## src/rtl/golomb_rice_decode_if.sv

```systemverilog
// rtl/golomb_rice_decode_if.sv - Golomb-Rice decoder control, bitstream and result signals
interface golomb_rice_decode_if;
    logic       start;
    logic [3:0] k;
    logic [6:0] B_Q;
    logic [6:0] N_Q;
    logic       bit_in;
    logic       bit_valid;
    logic       bit_ready;
    logic       busy;
    logic       done;
    logic [8:0] MErrval;
    logic [8:0] Errval;
    logic       err;

    modport master (
        output start, k, B_Q, N_Q, bit_in, bit_valid,
        input  bit_ready, busy, done, MErrval, Errval, err
    );

    modport slave (
        input  start, k, B_Q, N_Q, bit_in, bit_valid,
        output bit_ready, busy, done, MErrval, Errval, err
    );
endinterface

```

## src/rtl/golomb_rice_decode.sv

```systemverilog
// rtl/golomb_rice_decode.sv - Golomb-Rice code-word decoder with inverse error mapping
// Serial MSB-first bitstream in, mapped MErrval and signed Errval out, one code word per start.
module golomb_rice_decode #(
    parameter int QBPP  = 8,
    parameter int LIMIT = 32
) (
    input  logic                 clk,
    input  logic                 reset,
    golomb_rice_decode_if.slave  dec
);
    localparam int         ESC    = LIMIT - QBPP - 1;
    localparam logic [4:0] ESC_Q  = 5'(ESC);
    localparam logic [4:0] QBPP_C = 5'(QBPP);

    localparam logic [2:0] S_IDLE   = 3'd0;
    localparam logic [2:0] S_PREFIX = 3'd1;
    localparam logic [2:0] S_SUFFIX = 3'd2;
    localparam logic [2:0] S_ESCAPE = 3'd3;
    localparam logic [2:0] S_MAP    = 3'd4;

    logic [2:0]  state_q, state_d;
    logic [3:0]  k_q, k_d;
    logic [6:0]  bq_q, bq_d;
    logic [6:0]  nq_q, nq_d;
    logic [4:0]  q_q, q_d;
    logic [15:0] r_q, r_d;
    logic [4:0]  cnt_q, cnt_d;
    logic        esc_q, esc_d;
    logic        err_q, err_d;
    logic [8:0]  merr_q, merr_d;
    logic [8:0]  errval_q, errval_d;

    logic        bit_ready;
    logic        bit_take;
    logic        in_map;

    logic [31:0] v_norm;
    logic [31:0] v_val;
    logic        v_ovf;
    logic [8:0]  v9;
    logic [8:0]  half;
    logic signed [8:0] bq2;
    logic signed [8:0] nq_neg;
    logic        special;
    logic        err_map;
    logic [8:0]  merr_map;
    logic [8:0]  errval_map;

    assign bit_ready = (state_q == S_PREFIX) || (state_q == S_SUFFIX) || (state_q == S_ESCAPE);
    assign bit_take  = bit_ready && dec.bit_valid;
    assign in_map    = (state_q == S_MAP);

    // Value reconstruction; the escape field carries MErrval-1.
    assign v_norm = (32'(q_q) << k_q) | 32'(r_q);
    assign v_val  = esc_q ? (32'(r_q) + 32'd1) : v_norm;
    assign v_ovf  = v_val > 32'd511;
    assign v9     = v_val[8:0];
    assign half   = {1'b0, v9[8:1]};

    // Special map when k==0 and 2*B_Q <= -N_Q, compared as 9-bit signed values.
    assign bq2     = {bq_q[6], bq_q, 1'b0};
    assign nq_neg  = -$signed({2'b00, nq_q});
    assign special = (k_q == 4'd0) && (bq2 <= nq_neg);

    // Both maps reduce to V>>1 or its ones' complement (-(V>>1)-1), chosen by parity.
    assign err_map    = err_q | v_ovf;
    assign merr_map   = err_map ? 9'd0 : v9;
    assign errval_map = err_map ? 9'd0 : ((v9[0] ^ special) ? ~half : half);

    always_comb begin
        state_d  = state_q;
        k_d      = k_q;
        bq_d     = bq_q;
        nq_d     = nq_q;
        q_d      = q_q;
        r_d      = r_q;
        cnt_d    = cnt_q;
        esc_d    = esc_q;
        err_d    = err_q;
        merr_d   = merr_q;
        errval_d = errval_q;

        case (state_q)
            S_IDLE: begin
                if (dec.start) begin
                    state_d = S_PREFIX;
                    k_d     = dec.k;
                    bq_d    = dec.B_Q;
                    nq_d    = dec.N_Q;
                    q_d     = 5'd0;
                    r_d     = 16'd0;
                    cnt_d   = 5'd0;
                    esc_d   = 1'b0;
                    err_d   = 1'b0;
                end
            end
            S_PREFIX: begin
                if (bit_take) begin
                    if (!dec.bit_in) begin
                        if (q_q == ESC_Q) begin
                            err_d   = 1'b1;
                            state_d = S_MAP;
                        end else begin
                            q_d = q_q + 5'd1;
                        end
                    end else if (q_q == ESC_Q) begin
                        state_d = S_ESCAPE;
                        cnt_d   = QBPP_C;
                        esc_d   = 1'b1;
                    end else if (k_q == 4'd0) begin
                        state_d = S_MAP;
                    end else begin
                        state_d = S_SUFFIX;
                        cnt_d   = {1'b0, k_q};
                    end
                end
            end
            S_SUFFIX, S_ESCAPE: begin
                if (bit_take) begin
                    r_d   = {r_q[14:0], dec.bit_in};
                    cnt_d = cnt_q - 5'd1;
                    if (cnt_q == 5'd1) begin
                        state_d = S_MAP;
                    end
                end
            end
            S_MAP: begin
                state_d  = S_IDLE;
                err_d    = err_map;
                merr_d   = merr_map;
                errval_d = errval_map;
            end
            default: begin
                state_d = S_IDLE;
            end
        endcase
    end

    always_ff @(posedge clk or negedge reset) begin
        if (!reset) begin
            state_q  <= S_IDLE;
            k_q      <= 4'd0;
            bq_q     <= 7'd0;
            nq_q     <= 7'd0;
            q_q      <= 5'd0;
            r_q      <= 16'd0;
            cnt_q    <= 5'd0;
            esc_q    <= 1'b0;
            err_q    <= 1'b0;
            merr_q   <= 9'd0;
            errval_q <= 9'd0;
        end else begin
            state_q  <= state_d;
            k_q      <= k_d;
            bq_q     <= bq_d;
            nq_q     <= nq_d;
            q_q      <= q_d;
            r_q      <= r_d;
            cnt_q    <= cnt_d;
            esc_q    <= esc_d;
            err_q    <= err_d;
            merr_q   <= merr_d;
            errval_q <= errval_d;
        end
    end

    // Results are visible during the MAP cycle alongside done, then held from the registers.
    assign dec.bit_ready = bit_ready;
    assign dec.busy      = (state_q != S_IDLE);
    assign dec.done      = in_map;
    assign dec.MErrval   = in_map ? merr_map   : merr_q;
    assign dec.Errval    = in_map ? errval_map : errval_q;
    assign dec.err       = in_map ? err_map    : err_q;
endmodule

```

## src/flat_wrapper.sv

```systemverilog
// flat-port wrapper written by rule: the top's interface ports become plain ports
module golomb_rice_decode_flat 
#(
    parameter int QBPP  = 8,
    parameter int LIMIT = 32
)
  (clk, reset, dec_start, dec_k, dec_B_Q, dec_N_Q, dec_bit_in, dec_bit_valid, dec_bit_ready, dec_busy, dec_done, dec_MErrval, dec_Errval, dec_err);
  golomb_rice_decode_if dec_i ();
  input  logic clk;
  input  logic reset;
  input wire logic [$bits(dec_i.start)-1:0] dec_start;
  input wire logic [$bits(dec_i.k)-1:0] dec_k;
  input wire logic [$bits(dec_i.B_Q)-1:0] dec_B_Q;
  input wire logic [$bits(dec_i.N_Q)-1:0] dec_N_Q;
  input wire logic [$bits(dec_i.bit_in)-1:0] dec_bit_in;
  input wire logic [$bits(dec_i.bit_valid)-1:0] dec_bit_valid;
  output wire logic [$bits(dec_i.bit_ready)-1:0] dec_bit_ready;
  output wire logic [$bits(dec_i.busy)-1:0] dec_busy;
  output wire logic [$bits(dec_i.done)-1:0] dec_done;
  output wire logic [$bits(dec_i.MErrval)-1:0] dec_MErrval;
  output wire logic [$bits(dec_i.Errval)-1:0] dec_Errval;
  output wire logic [$bits(dec_i.err)-1:0] dec_err;
  assign dec_i.start = dec_start;
  assign dec_i.k = dec_k;
  assign dec_i.B_Q = dec_B_Q;
  assign dec_i.N_Q = dec_N_Q;
  assign dec_i.bit_in = dec_bit_in;
  assign dec_i.bit_valid = dec_bit_valid;
  assign dec_bit_ready = dec_i.bit_ready;
  assign dec_busy = dec_i.busy;
  assign dec_done = dec_i.done;
  assign dec_MErrval = dec_i.MErrval;
  assign dec_Errval = dec_i.Errval;
  assign dec_err = dec_i.err;
  golomb_rice_decode #(.QBPP(QBPP), .LIMIT(LIMIT)) u_core (.clk(clk), .reset(reset), .dec(dec_i));
endmodule
```

## config.mk

```make
export PLATFORM = sky130hd
export DESIGN_NAME = golomb_rice_decode_flat
export DESIGN_NICKNAME = d
export VERILOG_FILES = /design/src/rtl/golomb_rice_decode_if.sv /design/src/rtl/golomb_rice_decode.sv /design/src/flat_wrapper.sv
export SDC_FILE = /design/constraint.sdc
export NUM_CORES = 1
export LEC_CHECK = 0
export ABC_AREA = 1
export CORE_UTILIZATION = 55
export DETAILED_ROUTE_END_ITERATION = 12
export GPL_TIMING_DRIVEN = 0
export PLACE_DENSITY_LB_ADDON = 0.3
export SYNTH_ARGS = -nofsm -noshare
export SYNTH_HDL_FRONTEND = slang
export SYNTH_SLANG_ARGS = --single-unit
```

## constraint.sdc

```tcl
create_clock -name clk -period 5 [get_ports clk]
set_input_delay 0.5 -clock clk [delete_from_list [all_inputs] [get_ports clk]]
set_output_delay 0.5 -clock clk [all_outputs]
set_load 0.02 [all_outputs]
```

==> impl_metrics.csv, run 1 <==
group,metric,value,unit
run_status,status,"finished, final reports clean",
floorplanning,start_util,0.5828,
setup_path,worstSetupPathDepth,19,
clock_tree,cts_buffers,9,
logic_synthesis,synth-seq-cells,67,
power,swShare,0.5009,
global_routing,grt_pass1_vias,4012,
final_layout,layout-drive-gt1-share,0.08754,
power,power.density,663.4,nW/um^2
logic_synthesis,ys_seq_area_frac,0.3883,
power,p_comb_frac,0.616,
floorplanning,die_area,8209,sq um
final_layout,area_growth,17.50,%
power,leakagePower,2.479,nW
setup_path,crit_path_max_incr_delay,600,ps
placed_design,dp_hpwl,7.753,mm
placed_design,place.gp.congestion,0.9612,
setup_path,end_kind,"output port",
setup_path,timing.rr.end,"u_core.errval_q[6]$_DFF_PN0_",
setup_path,path_cells,"inv_1, ha_1, nand3_1, nor2_1, nand2_1, xnor2_1, ha_1, nand3_1, or2_2, nand3_1, nand2_1, nand2_1, nand2_1, nand2_1, nand2_1, nand2_1, nand4_1, nand2_1, clkdlybuf4s50_1",
timing,fmax,232.5,MHz
routing,ant_nets,0,
power,clkPwrFrac,0.134,
floorplanning,dieHeight,90.61,um
routing,finalWirelength,10.38,mm
setup_path,worstSetupStartpointType,"flop",
timing,rsz0062_at_grt,"false",
setup_path,timing.critical_path.to,"dec_Errval[6]",
floorplanning,num_io_pins,45,
clock_tree,clock-root-buffer,"clkbuf_8",
setup_path,r2r_cells,18,
min_path,hold_path.class,"input pin to asynchronous set/reset pin",
clock_tree,clkTransAtPathRegs,80,ps
final_layout,final_cells,773,
timing,max_slew_margin,0.4412,
setup_path,worst-path-max-fanout,9,
setup_path,worstPathRequired,4500,ps
logic_synthesis,synth.distinct_cells,35,
logic_synthesis,ys_warn_count,0,
logic_synthesis,synth_fp_nets,650,
setup_path,path_buf_inv,2,
routing,viasPerCell,5.439,
setup_path,cp-startpoint,"u_core.nq_q[0]$_DFFE_PN0P_",
final_layout,diodes,0,
setup_path,cpMaxStageDelayCell,"clkdlybuf4s50_1",
routing,drc_errors,0,
final_layout,nets,705,
placed_design,portBuffers,44,
floorplanning,num_rows,31,
timing,hold_ws,235.8,ps
clock_tree,htree_levels,3,
clock_tree,ctsResizeCount,0,
clock_tree,cts_tree,"done",
global_routing,grt_max_degree,68,
global_routing,grt_pass1_wl,18.08,mm
logic_synthesis,synth_cells,614,
power,p_int,0.001680,W
timing,setup_viol,0,
final_layout,fin_area,5074,sq um
clock_tree,clock_sinks,67,
setup_path,reg2reg_slack,2070,ps
clock_tree,postCtsSetupRepairBufs,0,
global_routing,grt_overflow_total,0,
placed_design,dp.cells,757,
setup_path,path_delay_family,"simple AND/OR/NAND/NOR gates",
timing,worstMarginPinSlew,838.2,ps
timing,period_share,0.8602,
logic_synthesis,syn_area_per_cell,7.032,sq um
timing,maxSlewViolCount,0,
logic_synthesis,syn_area,4318,sq um
power,seqPwrFrac,0.250,
floorplanning,die_x,90.61,um
clock_tree,clk_path_buf_depth,2,
routing,drt_first_pass_iters,5,
timing,final_hold_viol_count,0,
timing,finalCriticalPeriod,4301,ps
power,p_total,0.003366,W
routing,num_vias,4204,
global_routing,grt_antenna_before_repair,0,
setup_path,cpMostUsedCell,"nand2_1",
setup_path,path_class,"flop to output port",
final_layout,nFillCells,624,
clock_tree,cts-hold-fix-buffers,0,
setup_path,worstReg2RegStart,"u_core.nq_q[0]$_DFFE_PN0P_",
global_routing,grt_usage,0.2727,
floorplanning,core,7408,sq um
setup_path,crit_arrival,3800,ps
job,maxCapViolCount,0,
routing,wire_per_inst,13.42,um
routing,detailedRoute.firstIterationViolations,330,
power,peakVddDrop,475.8,uV
clock_tree,clock_latency,350,ps
power,p_sw,0.001686,W
placed_design,dpl-instance-area,4880,sq um
timing,skew,11.75,ps
timing,tns,0,ps
[through the flow]
| stage | utilization | worst slack [ps] |
|---|---|---|
| CTS | 0.6849 | 716.1 |
| global placement | 0.6590 | 1166 |
| detailed placement | 0.6587 | 1134 |
| global route | 0.6849 | 306.2 |
| finish | 0.6849 | 698.9 |
| floorplan | - | 1936 |
[sequential cells by signal, indices dropped and copies added (netlist names), 3 cells and up]
name,count
u_core.merr_q,9
u_core.q_q,5
u_core.r_q,16
u_core.errval_q,9
u_core.cnt_q,5
u_core.nq_q,7
u_core.k_q,4
u_core.bq_q,7
u_core.state_q,3
[Yosys cell counts]
cell type / count / share of area
buf_4: 2 / 0.0035
or2_2: 3 / 0.0043
nand2_2: 3 / 0.0043
buf_2: 4 / 0.0046
inv_1: 64 / 0.056
nor2_1: 49 / 0.043
nor2_2: 5 / 0.0072
nor4_1: 2 / 0.0029
nor3_1: 6 / 0.0070
inv_2: 11 / 0.0096
buf_6: 4 / 0.010
nand2_4: 2 / 0.0052
or2_0: 1 / 0.0014
xnor2_1: 1 / 0.0020
xor2_1: 6 / 0.012
clkinv_1: 1 / 0.00087
buf_8: 1 / 0.0035
o211ai_1: 1 / 0.0017
nor3_4: 1 / 0.0038
a31oi_1: 1 / 0.0014
o31ai_1: 1 / 0.0017
o21ai_0: 31 / 0.036
clkbuf_1: 5 / 0.0043
nor2_8: 1 / 0.0046
a21oi_1: 20 / 0.023
ha_1: 13 / 0.038
nand4_1: 23 / 0.033
a211oi_2: 1 / 0.0029
nor2_4: 5 / 0.013
and2_1: 1 / 0.0014
nand3_1: 71 / 0.082
nand2_1: 187 / 0.16
dfrtp_1: 67 / 0.39
o21ai_1: 16 / 0.019
o22ai_1: 4 / 0.0058
[layer usage]
metal	track usage	vias up	wire (um)	part of all wire
li1	-	2106	-	-
met1	0.3590	1946	4637	0.45
met2	0.4552	131	4987	0.48
met3	0.03620	21	534	0.051
met4	0.1062	0	218	0.021
met5	0	-	0	0
[power groups by stage]
stage | Clock (W) | Sequential, W | Combinational (W)
after floorplan | 0 | 0.000812 | 0.00152
after global placement | 0 | 0.000840 | 0.00199
after detailed placement | 0 | 0.000846 | 0.00205
after CTS | 0.000460 | 0.000838 | 0.00206
after global routing | 0.000483 | 0.000863 | 0.00232
final | 0.000452 | 0.000840 | 0.00207
[final cells by class]
cell class | instances | area, sq um | area share
plain buffers | 16 | 113.9 | 0.02244
clock buffers | 11 | 141.4 | 0.02787
clock inverters | 5 | 52.55 | 0.01036
inverters | 76 | 285.3 | 0.05623
multi-input cells | 455 | 2242 | 0.4419
flip-flops and latches | 67 | 1677 | 0.3305
well taps | 99 | 123.9 | 0.02441
repair buffers | 44 | 437.9 | 0.08631
[how the worst min path moves through the flow]
stage                                       startpoint                           end  slack [ps]  cells after the start
after floorplan                                  reset    u_core.bq_q[0]$_DFFE_PN0P_         200                      0
after global placement    u_core.errval_q[3]$_DFF_PN0_  u_core.errval_q[3]$_DFF_PN0_         460                      2
after detailed placement    u_core.merr_q[5]$_DFF_PN0_    u_core.merr_q[5]$_DFF_PN0_         460                      2
after CTS                                        reset     u_core.r_q[5]$_DFFE_PN0P_         290                      1
after global routing                             reset    u_core.r_q[12]$_DFFE_PN0P_         330                      1
final                                            reset     u_core.r_q[5]$_DFFE_PN0P_         240                      1
[placed cells by master (no fill, tap or decap), types with 3 or more instances in the layout]
| cell type | n |
|---|---|
| nand2_1 | 187 |
| clkbuf_8 | 10 |
| xor2_1 | 6 |
| nor2_4 | 5 |
| a21oi_1 | 20 |
| inv_2 | 11 |
| nor2_1 | 49 |
| buf_2 | 4 |
| nand3_1 | 71 |
| nand2_2 | 3 |
| inv_1 | 64 |
| nand4_1 | 23 |
| clkdlybuf4s50_1 | 43 |
| clkbuf_1 | 6 |
| o22ai_1 | 4 |
| ha_1 | 13 |
| nor3_1 | 6 |
| buf_4 | 3 |
| dfrtp_1 | 67 |
| o21ai_0 | 31 |
| buf_6 | 4 |
| nor2_2 | 5 |
| clkinv_2 | 3 |
| or2_2 | 3 |
| o21ai_1 | 16 |
[logic make-up (layout without fill, tap and decap cells)]
| kind of cell | Yosys count | in the layout | synth area share |
|---|---|---|---|
| and+or+nand+nor | 360 | 360 | 0.3761 |
| buffers and inverters | 92 | 152 | 0.09243 |
| AOI/OAI and AO/OA | 75 | 75 | 0.09128 |
| DFF | 67 | 67 | 0.3883 |
| adders and majority gates | 13 | 13 | 0.03767 |
| xor gates and xnor gates | 7 | 7 | 0.01420 |
No activity file was read; power rests on OpenSTA's default activity.
==> run 2, diff against run 1 <==
--- a/config.mk
+++ b/config.mk
@@ -6,6 +6,7 @@
 export NUM_CORES = 1
 export LEC_CHECK = 0
 export ABC_AREA = 1
+export CAP_MARGIN = 0
 export CORE_UTILIZATION = 55
 export DETAILED_ROUTE_END_ITERATION = 12
 export GPL_TIMING_DRIVEN = 0
==> results of run 2 <==
The final DEF is identical to that of run 1; final timing and power are the same.
==> run 3, diff against run 2 <==
--- a/config.mk
+++ b/config.mk
@@ -11,6 +11,8 @@
 export DETAILED_ROUTE_END_ITERATION = 12
 export GPL_TIMING_DRIVEN = 0
 export PLACE_DENSITY_LB_ADDON = 0.3
+export SETUP_SLACK_MARGIN = 0.5
+export SKIP_CTS_REPAIR_TIMING = 1
 export SYNTH_ARGS = -nofsm -noshare
 export SYNTH_HDL_FRONTEND = slang
 export SYNTH_SLANG_ARGS = --single-unit
==> run 3 against run 2 <==
Net effect: global-route usage stayed put; worst setup slack gained 230 ps; clock power about the same; routed wire length is 0.18% higher; critical path type unchanged; largest cell class unchanged; highest routed layer unchanged.
==> impl_metrics.csv, run 3 (synthesized netlist as in run 1, its figures left out) <==
group,metric,value,unit
run_status,status,"finished, final reports clean",
global_routing,grt_overflow_total,0,
global_routing,grt_antenna_before_repair,0,
routing,drc_errors,0,
routing,wire_per_inst,13.45,um
placed_design,dp_hpwl,7.753,mm
timing,worstMarginPinSlew,829.1,ps
final_layout,mostFrequentLayoutCell,"nand2_1",
routing,ant_nets,0,
final_layout,reg_top3,"u_core.r_q (16), u_core.errval_q (9), u_core.merr_q (9)",
timing,setup_ws,931.0,ps
setup_path,end_kind,"output port",
floorplanning,dieHeight,90.61,um
setup_path,cp-startpoint,"u_core.nq_q[0]$_DFFE_PN0P_",
timing,max_slew_margin,0.4473,
clock_tree,clock-root-buffer,"clkbuf_8",
power,leakagePower,2.562,nW
timing,final_hold_viol_count,0,
final_layout,area_growth,18.02,%
routing,detailedRoute.firstIterationViolations,294,
final_layout,top_register,"u_core.r_q",
placed_design,dpl-instance-area,4880,sq um
setup_path,worstReg2RegStart,"u_core.nq_q[0]$_DFFE_PN0P_",
final_layout,largest_reg_flops,16,
final_layout,final_cells,773,
timing,maxSlewViolCount,0,
floorplanning,start_util,0.5828,
clock_tree,cts_tree,"done",
floorplanning,die_area,8209,sq um
timing,period_share,0.8138,
timing,hold_ws,234.5,ps
min_path,hold_path.class,"input pin to asynchronous set/reset pin",
clock_tree,clock_latency,350,ps
routing,drt_first_pass_iters,5,
global_routing,grt_usage,0.2727,
routing,num_vias,4233,
clock_tree,cts_buffers,9,
final_layout,fin_area,5096,sq um
setup_path,path_class,"flop to output port",
placed_design,dp.cells,757,
power,power.density,661.2,nW/um^2
setup_path,worstPathRequired,4500,ps
routing,finalWirelength,10.40,mm
final_layout,nets,705,
floorplanning,num_io_pins,45,
timing,skew,12.05,ps
placed_design,portBuffers,44,
floorplanning,core,7408,sq um
clock_tree,clock_sinks,67,
final_layout,layout_common_cells,"185 x nand2_1, 70 x nand3_1, 67 x dfrtp_1",
setup_path,crit_arrival,3570,ps
timing,finalCriticalPeriod,4069,ps
timing,tns,0,ps
floorplanning,die_x,90.61,um
placed_design,place.gp.congestion,0.9612,
timing,fmax,245.8,MHz
routing,viasPerCell,5.476,
setup_path,worst-path-max-fanout,9,
power,peakVddDrop,478.4,uV
final_layout,diodes,0,
final_layout,layout-drive-gt1-share,0.09199,
clock_tree,htree_levels,3,
floorplanning,num_rows,31,
global_routing,grt_pass1_vias,4012,
job,maxCapViolCount,0,
clock_tree,clk_path_buf_depth,2,
timing,setup_viol,0,
clock_tree,clkTransAtPathRegs,80,ps
setup_path,worstSetupStartpointType,"flop",
global_routing,grt_max_degree,68,
placed_design,dpl_worst_slack,1134,ps
timing,rsz0062_at_grt,"false",
global_routing,grt_pass1_wl,18.08,mm
## run 3: routing by layer
metal	share of wire	track usage	up-vias
met3	0.043	0.03620	21
met4	0.021	0.1062	0
met1	0.45	0.3590	1991
met2	0.48	0.4552	109
li1	-	-	2112
met5	0	0	-
## run 3: through the flow
stage	power, W	util
after floorplan	0.002329	-
after global placement	0.002833	0.6590
after detailed placement	0.002892	0.6587
after CTS	0.003358	0.6849
after global routing	0.003674	0.6879
final	0.003370	0.6879
## run 3: critical path: stages, from the launching register on
cell,delay (ps)
dfrtp_1,360
inv_1,110
ha_1,200
nand3_1,130
nor2_1,120
nand2_1,90
xnor2_1,130
ha_1,290
nand3_1,110
or2_2,310
nand3_1,70
nand2_1,100
nand3_2,170
nand3_1,100
nand2_1,90
nand4_1,120
nand2_1,100
clkdlybuf4s50_1,610
## run 3: worst paths after layout
kind / end / slack, ps / depth (start not counted)
worst min register to register: u_core.merr_q[5]$_DFF_PN0_ / 480 / 2
worst max register to register: u_core.errval_q[6]$_DFF_PN0_ / 2220 / 18
min in group clk: u_core.merr_q[5]$_DFF_PN0_ / 480 / 2
worst min-delay path: u_core.r_q[5]$_DFFE_PN0P_ / 230 / 1
max in group asynchronous: u_core.k_q[0]$_DFFE_PN0P_ / 4200 / 1
worst max-delay path: dec_Errval[0] / 930 / 17
## run 3: cell type report
class	count	area, sq um
plain buffers	16	113.9
clock buffers	11	141.4
clock inverters	5	52.55
fillers	619	2312
inverters	76	285.3
multi-input cells	455	2252
flip-flops and latches	67	1677
well taps	99	123.9
repair buffers	44	450.4
## run 3: power breakdown
group | switching, W | internal [W] | total [W]
logic | 0.00136 | 0.000720 | 0.00208
registers | 0.000121 | 0.000718 | 0.000839
clock network | 0.000211 | 0.000241 | 0.000452
total | 0.00169 | 0.00168 | 0.00337
